$ cat src/rtl/system_pkg.sv
// rtl/system_pkg.sv - shared ALU opcodes, bus FSM states and flag bit indices
// Purpose: constants shared by system_datapath and mem_bus_ctrl.
// Ports: none (package).
package system_pkg;

  localparam logic [2:0] ALU_ADD = 3'd0;
  localparam logic [2:0] ALU_SUB = 3'd1;
  localparam logic [2:0] ALU_AND = 3'd2;
  localparam logic [2:0] ALU_OR  = 3'd3;
  localparam logic [2:0] ALU_XOR = 3'd4;
  localparam logic [2:0] ALU_NOT = 3'd5;
  localparam logic [2:0] ALU_SHL = 3'd6;
  localparam logic [2:0] ALU_SHR = 3'd7;

  typedef enum logic [1:0] {
    ST_IDLE    = 2'd0,
    ST_RD_WAIT = 2'd1,
    ST_WR_WAIT = 2'd2
  } bus_state_e;

  // flags port layout is {C,N,P,Z}
  localparam int FLAG_Z = 0;
  localparam int FLAG_P = 1;
  localparam int FLAG_N = 2;
  localparam int FLAG_C = 3;

endpackage

$ cat src/rtl/mem_bus_ctrl.sv
// rtl/mem_bus_ctrl.sv - memory bus handshake FSM with wait timeout
// Purpose: sequences one read or write transfer, bounded by TIMEOUT wait cycles.
// Ports:
//   i_clk, i_rst_n          clock, async active-low reset
//   i_rd_start, i_wr_start  transfer requests (sampled only in IDLE)
//   i_mem_ack               transfer complete from memory
//   o_busy, o_mem_req       high in either WAIT state
//   o_mem_we                high only in WR_WAIT
//   o_done                  one-cycle pulse after ack or timeout
//   o_bus_err               sticky timeout flag, cleared on next start
//   o_rd_load               MDR load strobe for read data (same edge as ack)
module mem_bus_ctrl
  import system_pkg::*;
#(
  parameter int TIMEOUT = 15
) (
  input  logic i_clk,
  input  logic i_rst_n,
  input  logic i_rd_start,
  input  logic i_wr_start,
  input  logic i_mem_ack,
  output logic o_busy,
  output logic o_mem_req,
  output logic o_mem_we,
  output logic o_done,
  output logic o_bus_err,
  output logic o_rd_load
);

  localparam int CW = $clog2(TIMEOUT + 1);

  bus_state_e     r_state;
  bus_state_e     w_next;
  logic [CW-1:0]  r_cnt;
  logic           r_done;
  logic           r_bus_err;
  logic           w_wait;
  logic           w_ack;
  logic           w_timeout;
  logic           w_start;

  assign w_wait    = (r_state != ST_IDLE);
  assign w_ack     = w_wait && i_mem_ack;
  // ack has priority: timeout only fires when ack is absent on the final wait cycle
  assign w_timeout = w_wait && !i_mem_ack && (r_cnt == CW'(TIMEOUT - 1));
  assign w_start   = !w_wait && (i_rd_start || i_wr_start);

  always_ff @(posedge i_clk or negedge i_rst_n) begin
    if (!i_rst_n) begin
      r_state <= ST_IDLE;
    end else begin
      r_state <= w_next;
    end
  end

  always_comb begin
    w_next = r_state;
    case (r_state)
      ST_IDLE: begin
        if (i_rd_start) begin
          w_next = ST_RD_WAIT;
        end else if (i_wr_start) begin
          w_next = ST_WR_WAIT;
        end
      end
      ST_RD_WAIT, ST_WR_WAIT: begin
        if (w_ack || w_timeout) begin
          w_next = ST_IDLE;
        end
      end
      default: w_next = ST_IDLE;
    endcase
  end

  always_ff @(posedge i_clk or negedge i_rst_n) begin
    if (!i_rst_n) begin
      r_cnt     <= '0;
      r_done    <= 1'b0;
      r_bus_err <= 1'b0;
    end else begin
      r_done <= w_ack || w_timeout;
      if (w_start) begin
        r_cnt     <= '0;
        r_bus_err <= 1'b0;
      end else begin
        if (w_wait && !w_timeout) begin
          r_cnt <= r_cnt + 1'b1;
        end
        if (w_timeout) begin
          r_bus_err <= 1'b1;
        end
      end
    end
  end

  assign o_busy    = w_wait;
  assign o_mem_req = w_wait;
  assign o_mem_we  = (r_state == ST_WR_WAIT);
  assign o_done    = r_done;
  assign o_bus_err = r_bus_err;
  assign o_rd_load = w_ack && (r_state == ST_RD_WAIT);

endmodule

$ cat src/rtl/system_datapath.sv
// rtl/system_datapath.sv - accumulator datapath with ALU, register bank, IR/MAR/MDR and memory bus
// Purpose: busA = r0, busB = bank[busb_addr], busC = MDR; ALU feeds MDR or memory read data does.
// Ports:
//   clk, rst                       clock, async active-low reset
//   mem_req/mem_we/mem_addr/mem_wdata/mem_rdata/mem_ack   memory bus
//   rd_start, wr_start, busy, done, bus_err               transfer control/status
//   enaf, selop, shamt, flags      ALU control and {C,N,P,Z}
//   bank_wr_en, busb_addr, busc_addr   register bank access
//   ir_en, mar_en, mdr_en, sclr, mdr_alu_n   register loads
//   out_ir                         IR opcode field
module system_datapath
  import system_pkg::*;
#(
  parameter int DATA_WIDTH     = 8,
  parameter int REG_ADDR_WIDTH = 3,
  parameter int MEM_ADDR_WIDTH = 8,
  parameter int OPCODE_WIDTH   = 5,
  parameter int TIMEOUT        = 15
) (
  input  logic                      clk,
  input  logic                      rst,
  output logic                      mem_req,
  output logic                      mem_we,
  output logic [MEM_ADDR_WIDTH-1:0] mem_addr,
  output logic [DATA_WIDTH-1:0]     mem_wdata,
  input  logic [DATA_WIDTH-1:0]     mem_rdata,
  input  logic                      mem_ack,
  input  logic                      rd_start,
  input  logic                      wr_start,
  output logic                      busy,
  output logic                      done,
  output logic                      bus_err,
  input  logic                      enaf,
  input  logic [2:0]                selop,
  input  logic [1:0]                shamt,
  output logic [3:0]                flags,
  input  logic                      bank_wr_en,
  input  logic [REG_ADDR_WIDTH-1:0] busb_addr,
  input  logic [REG_ADDR_WIDTH-1:0] busc_addr,
  input  logic                      ir_en,
  input  logic                      mar_en,
  input  logic                      mdr_en,
  input  logic                      sclr,
  input  logic                      mdr_alu_n,
  output logic [OPCODE_WIDTH-1:0]   out_ir
);

  localparam int DW   = DATA_WIDTH;
  localparam int NREG = 2 ** REG_ADDR_WIDTH;

  logic [DW-1:0]             r_bank [NREG];
  logic [DW-1:0]             r_ir;
  logic [MEM_ADDR_WIDTH-1:0] r_mar;
  logic [DW-1:0]             r_mdr;
  logic [3:0]                r_flags;

  logic [DW-1:0] w_busa;
  logic [DW-1:0] w_busb;
  logic [DW-1:0] w_busc;
  logic [DW:0]   w_sum;
  logic [DW:0]   w_dif;
  logic [DW:0]   w_shl;
  logic [DW:0]   w_shr;
  logic [DW-1:0] w_res;
  logic          w_c;
  logic          w_busy;
  logic          w_rd_load;

  assign w_busa = r_bank[0];
  assign w_busb = r_bank[busb_addr];
  assign w_busc = r_mdr;

  // Register bank holds no reset so it survives a bus reset.
  always_ff @(posedge clk) begin
    if (bank_wr_en) begin
      r_bank[busc_addr] <= w_busc;
    end
  end

  // Extra bit carries carry/borrow; shifts widen so the last bit out lands in it.
  assign w_sum = {1'b0, w_busa} + {1'b0, w_busb};
  assign w_dif = {1'b0, w_busa} - {1'b0, w_busb};
  assign w_shl = {1'b0, w_busa} << shamt;
  assign w_shr = {w_busa, 1'b0} >> shamt;

  always_comb begin
    w_res = '0;
    w_c   = 1'b0;
    case (selop)
      ALU_ADD: begin w_res = w_sum[DW-1:0]; w_c = w_sum[DW]; end
      ALU_SUB: begin w_res = w_dif[DW-1:0]; w_c = w_dif[DW]; end
      ALU_AND: w_res = w_busa & w_busb;
      ALU_OR:  w_res = w_busa | w_busb;
      ALU_XOR: w_res = w_busa ^ w_busb;
      ALU_NOT: w_res = ~w_busa;
      ALU_SHL: begin w_res = w_shl[DW-1:0]; w_c = w_shl[DW]; end
      ALU_SHR: begin w_res = w_shr[DW:1];   w_c = w_shr[0];  end
      default: w_res = '0;
    endcase
  end

  always_ff @(posedge clk or negedge rst) begin
    if (!rst) begin
      r_flags <= '0;
      r_ir    <= '0;
      r_mar   <= '0;
      r_mdr   <= '0;
    end else begin
      if (enaf) begin
        r_flags[FLAG_C] <= w_c;
        r_flags[FLAG_N] <= w_res[DW-1];
        r_flags[FLAG_P] <= ~^w_res;
        r_flags[FLAG_Z] <= (w_res == '0);
      end
      if (sclr) begin
        r_ir <= '0;
      end else if (ir_en) begin
        r_ir <= w_busc;
      end
      if (mar_en) begin
        r_mar <= MEM_ADDR_WIDTH'(w_busc);
      end
      // read completion owns MDR; CPU loads are locked out during a transfer
      if (w_rd_load) begin
        r_mdr <= mem_rdata;
      end else if (mdr_en && !w_busy) begin
        r_mdr <= mdr_alu_n ? mem_rdata : w_res;
      end
    end
  end

  mem_bus_ctrl #(
    .TIMEOUT (TIMEOUT)
  ) u_bus (
    .i_clk      (clk),
    .i_rst_n    (rst),
    .i_rd_start (rd_start),
    .i_wr_start (wr_start),
    .i_mem_ack  (mem_ack),
    .o_busy     (w_busy),
    .o_mem_req  (mem_req),
    .o_mem_we   (mem_we),
    .o_done     (done),
    .o_bus_err  (bus_err),
    .o_rd_load  (w_rd_load)
  );

  assign busy      = w_busy;
  assign mem_addr  = r_mar;
  assign mem_wdata = r_mdr;
  assign flags     = r_flags;
  assign out_ir    = r_ir[DW-1 -: OPCODE_WIDTH];

endmodule

$ cat config.mk
export PLATFORM = sky130hd
export DESIGN_NAME = system_datapath
export DESIGN_NICKNAME = d
export VERILOG_FILES = /design/src/rtl/system_pkg.sv /design/src/rtl/mem_bus_ctrl.sv /design/src/rtl/system_datapath.sv
export SDC_FILE = /design/constraint.sdc
export NUM_CORES = 1
export LEC_CHECK = 0
export CELL_PAD_IN_SITES_DETAIL_PLACEMENT = 1
export CELL_PAD_IN_SITES_GLOBAL_PLACEMENT = 2
export CORE_UTILIZATION = 30
export CTS_CLUSTER_SIZE = 16
export DETAILED_ROUTE_END_ITERATION = 6
export GPL_TIMING_DRIVEN = 0
export MAX_ROUTING_LAYER = met4
export PLACE_DENSITY = 0.7
export SYNTH_ARGS = -nofsm -noshare
export SYNTH_HDL_FRONTEND = slang
export SYNTH_SLANG_ARGS = --single-unit
export TNS_END_PERCENT = 1
$ cat constraint.sdc
create_clock -name clk -period 10.7 [get_ports clk]
set_input_delay 1.605 -clock clk [delete_from_list [all_inputs] [get_ports clk]]
set_output_delay 1.605 -clock clk [all_outputs]
set_load 0.05 [all_outputs]
==> flow_summary.json <==
{
  "status": "finished, final reports clean",
  "avgSynthCellArea_um2": 11.9,
  "leakage_nw": 2.69,
  "slew_headroom": 0.221,
  "row_count": 50,
  "yosys-top-cells-area": "edfxtp_1 33%, dfrtp_1 14%, ha_1 8.0%, mux4_2 7.0%, mux2i_1 5.9%",
  "synth_top_family_by_area": "multiplexers",
  "gr-total-overflow": 0,
  "path_buf_inv": 3,
  "finClkSkew_ns": 0.00592,
  "min_to": "u_bus.o_bus_err",
  "placed_cells": 798,
  "fin_nets": 619,
  "min-delay-start": "u_bus.o_bus_err",
  "grt_util_all_layers": 0.175,
  "cts_hold_buf": 0,
  "swShare": 0.397,
  "period_needed_ns": 5.78,
  "internal-power_uw": 864,
  "cp-start-kind": "input port",
  "cp.required_ns": 10.92,
  "synth-edff-count": 64,
  "crit-reg2reg-launch": "r_bank[0][5]",
  "grt_pass1_vias": 4500,
  "synth_xor_area_frac": 0.0121,
  "max_stage_delay_ns": 0.58,
  "r2r_end": "flags[1]",
  "gp_congestion": 0.842,
  "synth_compound_area_frac": 0.119,
  "synth.top_cell.area_share": 0.332,
  "multi_input_area_um2": 2730,
  "htreeDepth": 3,
  "final_util": 0.368,
  "die-area_um2": 19800,
  "mappedNetlistArea_um2": 5780,
  "hold_violations": 0,
  "post-route-period-util": 0.540,
  "worstPathCellList": "buf_1 > clkbuf_1 > mux4_2 > mux2i_1 > ha_1 > clkbuf_1 > nand2_1 > a211oi_1 > nor4_4 > nor4_2 > ha_1 > xnor2_1 > xnor2_1 > mux2_2",
  "pwr-share-clk": 0.214,
  "cp.arrival_ns": 6.00,
  "rsz0062_at_grt": "no",
  "setup_viol_count_final": 0,
  "crit_path_end_kind": "flop",
  "first_iter_violations": 244,
  "antennaDiodeCount": 0,
  "synth_warnings": 0,
  "fmax_mhz": 173,
  "hold_path_depth": 2,
  "detail_route.wl_per_cell_um": 19.6,
  "grt_max_degree": 34,
  "path_delay_family": "buffers and inverters",
  "drive_above_1_share": 0.126,
  "regArea_um2": 2750,
  "dieWidth_um": 141,
  "synthFlopType": "edfxtp_1",
  "combPwrFrac": 0.378,
  "start_util": 0.307,
  "first_pass_iters": 4,
  "syn_nets": 556,
  "nFillCells": 2046,
  "fp.dieH_um": 141,
  "postCtsSetupRepairBufs": 0,
  "core_area_um2": 18800,
  "r2r_cells": 12,
  "cts-buffers-inserted": 9,
  "cts_root_buffer": "clkbuf_16",
  "final.setup.tns_ns": 0,
  "drv_cap": 0,
  "yosysUniqueCellTypes": 55,
  "ant_nets": 0,
  "cts_tree": "built",
  "synth_fa_ha_area_frac": 0.0870,
  "cp_max_fo": 10,
  "final_common_cell": "edfxtp_1",
  "clockBufferDepth": 2,
  "tightest_slew_ns": 1.16,
  "syn_to_final_growth_pct": 19.7,
  "async_flop_share": 0.340,
  "switchingPower_uw": 568,
  "seq_area_frac_synth": 0.475,
  "io_pins": 61,
  "stdcell_count": 814,
  "synthMuxAreaShare": 0.158,
  "synth_top_area_cell": "edfxtp_1",
  "vias": 4073,
  "totalWireLength_mm": 16.0,
  "drv_slew": 0,
  "viasPerCell": 5.00,
  "synthCells": 486,
  "drc": 0,
  "path_clk_slew_ns": 0.06,
  "slowest_stage": "clkbuf_1",
  "port_buffers": 52,
  "r2r_slack_ns": 6.34,
  "ys_ff_latch": 97,
  "synth-simple-area-share": 0.0956,
  "hp-class": "flop to flop",
  "power.density_nw_per_um2": 207,
  "setup.worst_path.class": "input port to flop",
  "final_cell_mix": "64 x edfxtp_1, 51 x clkdlybuf4s50_1, 37 x ha_1, 35 x inv_1, 34 x mux2i_1",
  "clk_latency_ns": 0.34,
  "grt_pass1_wl_mm": 25.6,
  "ir_drop_mv": 0.189,
  "place_hpwl_mm": 12.0,
  "pwr-share-seq": 0.408,
  "cts_resized": 0,
  "antenna_found_initial": 0,
  "clock_sinks": 97
}
-- power by group through the flow --
stage / Sequential (mW) / Combinational (mW) / Clock (mW)
6_report: 0.584 / 0.541 / 0.306
5_1_grt: 0.596 / 0.584 / 0.327
3_3_place_gp: 0.587 / 0.538 / 0
4_1_cts: 0.588 / 0.547 / 0.314
3_5_place_dp: 0.594 / 0.544 / 0
2_1_floorplan: 0.686 / 0.244 / 0
-- worst min-delay path, delay by kind of cell, from the launching register on --
family | cells | cell delay [ns]
and+or+nand+nor | 2 | 0.13
DFF | 1 | 0.35
-- through the flow --
stage / total power [mW] / setup WS, ns / hold WS (ns) / area [um2]
finish: 1.43 / 4.92 / 0.517 / 6920
global placement: 1.12 / 4.58 / 0.484 / 6630
global route: 1.51 / 4.58 / 0.542 / 6920
CTS: 1.45 / 4.87 / 0.519 / 6910
detailed placement: 1.14 / 4.53 / 0.502 / 6620
floorplan: 0.930 / 5.52 / 0.507 / 5780
-- registers in the layout, summed over array words and instances, names as in the netlist --
register and flops:
flags 4, mem_addr 8, mem_wdata 8, r_bank 64, r_ir 5, u_bus.o_bus_err 1
u_bus.o_done 1, u_bus.r_cnt 4, u_bus.r_state 2
-- layout make-up --
cell class	instances	share of cell area
Buffer	28	0.0262
Clock buffer	10	0.0345
Clock inverter	6	0.00687
Inverter	35	0.0190
Multi-Input combinational cell	326	0.395
Sequential cell	97	0.397
Tap cell	260	0.0470
Timing Repair Buffer	52	0.0745
-- how the worst max path moves through the flow --
stage                 startpoint        to  slack (ns)  cells past startpoint
floorplan           busb_addr[0]  flags[1]        5.52                     14
global placement    busb_addr[1]  flags[1]        4.58                     17
detailed placement  busb_addr[1]  flags[1]        4.53                     14
CTS                 busb_addr[1]  flags[1]        4.87                     14
global route        busb_addr[1]  flags[1]        4.58                     14
finish              busb_addr[1]  flags[1]        4.92                     14
-- Yosys cell counts, drive strengths merged, types with 2 or more instances --
master,instances
a2111oi,2
a211oi,3
a21boi,2
a21o,3
a21oi,31
a221o,3
a221oi,3
a22oi,8
a2bb2oi,2
a31oi,5
and3,4
buf,16
clkbuf,12
dfrtp,33
edfxtp,64
fa,2
ha,37
inv,35
mux2,10
mux2i,34
mux4,20
nand2,30
nand2b,9
nand3,6
nand3b,4
nand4,2
nor2,33
nor2b,2
nor3,9
nor4,3
o211ai,4
o21ai,22
o221ai,3
o22ai,8
o31ai,3
xnor2,8
-- routing by layer --
layer / wire [um] / GRT usage
met2: 7920 / 0.296
met1: 7410 / 0.222
met3: 455 / 0.0241
met5: 0 / -
met4: 187 / 0.0412
-- logic make-up (layout without fill, tap and decap cells) --
kind of cell | Yosys count | count (layout)
AO/OA/AOI/OAI | 107 | 107
flip-flops | 97 | 97
adder cells (fa/ha/maj) | 39 | 39
buffers and inverters | 63 | 131
AND/OR/NAND/NOR | 108 | 108
XOR/XNOR | 8 | 8
multiplexers | 64 | 64
(Power assumes the default switching activity.)
